<file path="config.mk">
export PLATFORM = sky130hd
export DESIGN_NAME = alu_scheduler
export DESIGN_NICKNAME = d
export VERILOG_FILES = /design/src/rtl/alu_scheduler.sv
export SDC_FILE = /design/constraint.sdc
export NUM_CORES = 1
export LEC_CHECK = 0
export CAP_MARGIN = 20
export CELL_PAD_IN_SITES_DETAIL_PLACEMENT = 0
export CELL_PAD_IN_SITES_GLOBAL_PLACEMENT = 1
export CORE_AREA = 2 2 113 115
export DETAILED_ROUTE_END_ITERATION = 16
export DIE_AREA = 0 0 115 117
export PLACE_DENSITY = 0.72
export SLEW_MARGIN = 20
export SYNTH_ARGS = -nofsm -noshare
export SYNTH_HDL_FRONTEND = slang
export SYNTH_SLANG_ARGS = --single-unit
</file>
<file path="constraint.sdc">
create_clock -name clk -period 7.6 [get_ports clk]
set_input_delay 1.52 -clock clk [delete_from_list [all_inputs] [get_ports clk]]
set_output_delay 1.52 -clock clk [all_outputs]
set_load 0.02 [all_outputs]
</file>
<file path="src/rtl/alu_scheduler.sv">
// Round-robin scheduler for two ALU requesters. It sequences multi-cycle ALU passes,
// runs multiply as shift-and-add passes, and returns results on one backpressured response channel.
module alu_scheduler #(
   parameter int ALU_LAT = 1
) (
   input  logic       clk,
   input  logic       reset,
   input  logic       req0_valid,
   output logic       req0_ready,
   input  logic [3:0] req0_op,
   input  logic [7:0] req0_a,
   input  logic [7:0] req0_b,
   input  logic       req1_valid,
   output logic       req1_ready,
   input  logic [3:0] req1_op,
   input  logic [7:0] req1_a,
   input  logic [7:0] req1_b,
   output logic       rsp_valid,
   input  logic       rsp_ready,
   output logic       rsp_id,
   output logic [7:0] rsp_y,
   output logic [7:0] alu_a,
   output logic [7:0] alu_b,
   output logic [3:0] alu_select,
   input  logic [7:0] alu_y,
   output logic       busy
);

   typedef enum logic [1:0] {IDLE, EXEC, MUL, RESP} state_t;

   localparam logic [3:0] OP_MUL   = 4'b1111;
   localparam logic [3:0] OP_ADD   = 4'b0000;
   localparam logic [1:0] CNT_INIT = 2'(ALU_LAT - 1);

   state_t     state;
   logic       last_grant;
   logic [1:0] cnt;
   logic [7:0] acc;
   logic [7:0] m;
   logic [7:0] q;

   logic       grant0;
   logic       grant1;
   logic       accept;
   logic       pick;
   logic [3:0] pick_op;
   logic [7:0] pick_a;
   logic [7:0] pick_b;

   logic       step_done;
   logic [7:0] acc_new;
   logic [7:0] m_new;
   logic [7:0] q_new;

   // Requester arbitration: a lone requester wins, contention goes to the one not served last.
   always_comb begin
      grant0     = req0_valid && (!req1_valid || last_grant);
      grant1     = req1_valid && (!req0_valid || !last_grant);
      req0_ready = (state == IDLE) && !reset && grant0;
      req1_ready = (state == IDLE) && !reset && grant1;
      accept     = req0_ready || req1_ready;
      pick       = req1_ready;
      if (pick) begin
         pick_op = req1_op;
         pick_a  = req1_a;
         pick_b  = req1_b;
      end else begin
         pick_op = req0_op;
         pick_a  = req0_a;
         pick_b  = req0_b;
      end
   end

   // Multiply step: the ALU computes acc + m when the current multiplier bit is set.
   always_comb begin
      step_done = 1'b0;
      acc_new   = acc;
      if (q[0]) begin
         if (cnt == 2'd0) begin
            step_done = 1'b1;
            acc_new   = alu_y;
         end else begin
            step_done = 1'b0;
         end
      end else begin
         step_done = 1'b1;
      end
      m_new = {m[6:0], 1'b0};
      q_new = {1'b0, q[7:1]};
   end

   // Sequencer FSM with registered ALU drive and response outputs.
   always_ff @(posedge clk or posedge reset) begin
      if (reset) begin
         state      <= IDLE;
         last_grant <= 1'b1;
         cnt        <= 2'd0;
         acc        <= 8'd0;
         m          <= 8'd0;
         q          <= 8'd0;
         rsp_valid  <= 1'b0;
         rsp_id     <= 1'b0;
         rsp_y      <= 8'd0;
         alu_a      <= 8'd0;
         alu_b      <= 8'd0;
         alu_select <= 4'd0;
         busy       <= 1'b0;
      end else begin
         case (state)
            IDLE: begin
               if (accept) begin
                  rsp_id <= pick;
                  busy   <= 1'b1;
                  cnt    <= CNT_INIT;
                  if (pick_op != OP_MUL) begin
                     state      <= EXEC;
                     alu_a      <= pick_a;
                     alu_b      <= pick_b;
                     alu_select <= pick_op;
                  end else if (pick_b != 8'd0) begin
                     state <= MUL;
                     acc   <= 8'd0;
                     m     <= pick_a;
                     q     <= pick_b;
                     if (pick_b[0]) begin
                        alu_a      <= 8'd0;
                        alu_b      <= pick_a;
                        alu_select <= OP_ADD;
                     end else begin
                        alu_a      <= 8'd0;
                        alu_b      <= 8'd0;
                        alu_select <= 4'd0;
                     end
                  end else begin
                     state     <= RESP;
                     rsp_y     <= 8'd0;
                     rsp_valid <= 1'b1;
                  end
               end else begin
                  state <= IDLE;
               end
            end
            EXEC: begin
               if (cnt == 2'd0) begin
                  state      <= RESP;
                  rsp_y      <= alu_y;
                  rsp_valid  <= 1'b1;
                  alu_a      <= 8'd0;
                  alu_b      <= 8'd0;
                  alu_select <= 4'd0;
               end else begin
                  cnt <= cnt - 2'd1;
               end
            end
            MUL: begin
               if (step_done) begin
                  acc <= acc_new;
                  m   <= m_new;
                  q   <= q_new;
                  cnt <= CNT_INIT;
                  if (q_new == 8'd0) begin
                     state      <= RESP;
                     rsp_y      <= acc_new;
                     rsp_valid  <= 1'b1;
                     alu_a      <= 8'd0;
                     alu_b      <= 8'd0;
                     alu_select <= 4'd0;
                  end else if (q_new[0]) begin
                     alu_a      <= acc_new;
                     alu_b      <= m_new;
                     alu_select <= OP_ADD;
                  end else begin
                     alu_a      <= 8'd0;
                     alu_b      <= 8'd0;
                     alu_select <= 4'd0;
                  end
               end else begin
                  cnt <= cnt - 2'd1;
               end
            end
            RESP: begin
               if (rsp_ready) begin
                  state      <= IDLE;
                  rsp_valid  <= 1'b0;
                  busy       <= 1'b0;
                  last_grant <= rsp_id;
               end else begin
                  state <= RESP;
               end
            end
            default: begin
               state <= IDLE;
            end
         endcase
      end
   end

endmodule

</file>
==> flow_metrics.py <==
metrics = {
    "placed_design": {
        "gp_congestion": 0.770,
        "dp.cells": 570,
        "dpl.hpwl_um": 7460,
        "port_buffers": 85,
        "place_ws_ns": 2.76,
    },
    "power_and_ir_drop": {
        "p_clk_share_pct": 21.6,
        "power_density_mw_per_mm2": 390,
        "peakVddDrop_uv": 129,
        "p_sw_uw": 733,
        "p_total_uw": 1890,
        "switching_share_pct": 38.7,
        "combPwrFrac_pct": 49.2,
        "leakagePower_uw": 0.00214,
        "seq_power_share_pct": 29.2,
        "internal_power_uw": 1160,
    },
    "synth": {
        "synth_edf_count": 0,
        "synth-main-ff-cell": "dfrtp_1",
        "yosys.area_share.simple_pct": 14.1,
        "synth_top_family_by_area": "compound AO/OA/AOI/OAI gates",
        "syn_inst": 353,
        "synth-xor-area-share_pct": 0,
        "yosysUniqueCellTypes": 47,
        "muxShareOfSynthArea_pct": 18.3,
        "syn_nets": 413,
        "ys_warn_count": 0,
        "synth_area_per_cell_um2": 10.1,
        "synth_area_mm2": 0.00357,
        "synth-adder-area-share_pct": 2.45,
        "async_flop_share_pct": 100,
        "synth-seq-cells": 59,
        "ys_seq_area_share_pct": 41.4,
        "synth-compound-area-share_pct": 19.7,
    },
    "clocking": {
        "ctsResizeCount": 0,
        "clkTransAtPathRegs_ns": 0.06,
        "post-cts-setup-buffers": 0,
        "numCtsBuffers": 9,
        "tritoncts": "yes",
        "postCtsHoldBufs": 0,
        "cts_max_level": 3,
        "worst_skew_pair.late_latency_ns": 0.33,
        "cts_sinks": 59,
        "root_buffer": "clkbuf_16",
        "clk_path_buf_depth": 2,
    },
    "finish": {
        "drive_gt1_share_pct": 11.5,
        "area_delta_synth_final_pct": 35.6,
        "seqCellArea_mm2": 0.00148,
        "layout.cells.non_filler": 586,
        "multi_input_area_mm2": 0.00196,
        "antenna_cells": 0,
        "nNetsFinal": 491,
        "fill_cells": 1230,
    },
    "global_route": {
        "antenna_found_initial": 0,
        "grt_overflow_total": 0,
        "grt_pass1_wl_um": 16900,
        "grt.total_usage_pct": 16.2,
        "grt_pass1_vias": 3141,
        "grt_max_degree": 61,
    },
    "detailed_routing": {
        "drt_pass1_iterations": 4,
        "ant_nets": 0,
        "vias": 3021,
        "drc": 0,
        "via_per_inst": 5.16,
        "drt-initial-drc-count": 160,
        "routed_wl_um": 10400,
        "wire_per_inst_um": 17.7,
    },
    "timing": {
        "setup_tns_ns": 0,
        "rsz0062_at_grt": "no",
        "min_period_ns": 4.74,
        "fmax_ghz": 0.211,
        "maxSlewViolCount": 0,
        "post-route-period-util_pct": 62.4,
        "finClkSkew_ns": 0.00769,
        "max_slew_margin_pct": 43.3,
        "post-route-worst-setup-slack_ns": 2.86,
        "tightest_slew_ns": 0.842,
        "finalHoldViolations": 0,
        "setup_violations": 0,
    },
    "floorplanning": {
        "initial_utilization_pct": 29.0,
        "chipWidth_um": 115,
        "rows": 41,
        "core-area_mm2": 0.0123,
        "die_area_mm2": 0.0135,
        "io_pins": 86,
        "die_h_um": 117,
    },
    "run_status": {
        "outcome": "complete, no violations",
    },
    "setup_path": {
        "crit_path_max_fanout": 8,
        "path_class": "in -> out",
        "cp_data_required_time_ns": 6.08,
        "r2r_start": "state[0]",
        "start_kind": "primary input",
        "critical_path.endpoint_type": "output pin",
        "arrival_ns": 3.22,
        "critPathLaunch": "reset",
    },
    "worst_hold_path": {
        "worstHoldStart": "cnt[0]",
        "hold_class": "reg -> reg",
    },
    "job": {
        "maxCapViolations": 0,
    },
}
flip-flops by register name (all words and copies together) (netlist names):
signal / flops
acc: 8
last_grant: 1
rsp_valid: 1
state: 2
q: 8
m: 7
alu_b: 8
alu_select: 4
busy: 1
rsp_id: 1
alu_a: 8
rsp_y: 8
cnt: 2
worst max-delay path, cell delays in order:
cell             delay (ns)
clkdlybuf4s50_1        0.54
and3b_2                0.26
nand2_2                0.08
clkinv_1               0.20
clkdlybuf4s50_1        0.61
power by group through the flow:
stage,clock network (uW),logic (uW),registers [uW]
final,409,931,552
after global routing,435,1010,571
after CTS,417,941,552
after detailed placement,0,937,554
after global placement,0,922,555
after floorplan,0,551,613
final timing paths:
kind	to	slack [ns]	cells after the start
max	req1_ready	2.86	5
min	cnt[0]	0.48	1
max reg2reg	m[5]	4.08	10
min reg2reg	cnt[0]	0.48	1
max in group asynchronous	alu_b[4]	5.25	3
min in group asynchronous	state[0]	1.84	3
logic make-up (layout without fill, tap and decap cells):
logic type               Yosys count  after routing
AND/OR/NAND/NOR                   99             99
AO/OA/AOI/OAI                     98             98
flip-flops                        59             59
multiplexers                      57             57
buffers and inverters             33            116
adder cells (fa/ha/maj)            7              7
cell type report:
class                   instances  share of cell area (%)
multi-input cells             261                    40.4
clock buffers                  12                    5.09
repair buffers                 90                    18.3
clock inverters                 4                    1.03
inverters                      10                   0.775
well taps                     150                    3.87
flip-flops and latches         59                    30.5
Yosys cell counts, types with 6 or more instances:
| cell type | number | area share (%) |
|---|---|---|
| mux2_4 | 13 | 5.5 |
| dfrtp_1 | 58 | 41 |
| nor2_1 | 20 | 2.1 |
| and3_1 | 10 | 1.8 |
| o21ai_0 | 21 | 2.9 |
| nand2_1 | 39 | 4.1 |
| a21boi_0 | 9 | 1.9 |
| clkbuf_1 | 17 | 1.8 |
| mux2_1 | 9 | 2.8 |
| o221ai_1 | 8 | 2.0 |
| a21oi_1 | 7 | 0.98 |
| nand2b_1 | 8 | 1.4 |
| o21a_1 | 8 | 1.7 |
| nand3_1 | 6 | 0.84 |
| inv_1 | 9 | 0.95 |
| o2bb2ai_1 | 9 | 2.2 |
| mux2_2 | 6 | 1.9 |
| mux2i_1 | 29 | 8.1 |
| ha_1 | 7 | 2.5 |
| a211o_1 | 8 | 2.0 |
| a311oi_1 | 7 | 1.7 |
| a31oi_1 | 8 | 1.4 |
cell usage in the layout, fill, tap and decap left out, types with 2 or more instances in the layout:
master / synthesis / final
clkdlybuf4s50_1: 0 / 85
dfrtp_1: 58 / 58
nand2_1: 39 / 39
mux2i_1: 29 / 29
o21ai_0: 21 / 21
nor2_1: 20 / 20
mux2_4: 13 / 13
and3_1: 10 / 10
a21boi_0: 9 / 9
mux2_1: 9 / 9
o2bb2ai_1: 9 / 9
clkbuf_16: 0 / 9
a211o_1: 8 / 8
a31oi_1: 8 / 8
nand2b_1: 8 / 8
o221ai_1: 8 / 8
o21a_1: 8 / 8
inv_1: 9 / 8
a21oi_1: 7 / 7
a311oi_1: 7 / 7
ha_1: 7 / 7
nand3_1: 6 / 6
mux2_2: 6 / 6
buf_4: 1 / 5
nor4_1: 3 / 3
nand4_1: 3 / 3
o22ai_1: 3 / 3
o21bai_1: 2 / 2
nand2_2: 2 / 2
or4_1: 2 / 2
nor4_4: 2 / 2
clkbuf_1: 17 / 2
clkinvlp_4: 0 / 2
metal layers:
layer | global-route usage (%) | part of all wire (%) | vias up
met5 | 0 | 0 | -
met4 | 3.13 | 0.78 | 0
met3 | 4.38 | 6.4 | 8
met2 | 25.2 | 45 | 85
met1 | 22.8 | 48 | 1471
li1 | - | - | 1457
stage by stage:
step,hold WS (ns),utilization (%),cell area (um2)
final,0.485,39.4,4850
after global routing,0.504,39.4,4850
after CTS,0.482,39.4,4850
after detailed placement,0.474,37.0,4550
after global placement,0.461,37.0,4550
after floorplan,0.451,-,3570
(Power assumes the default switching activity.)
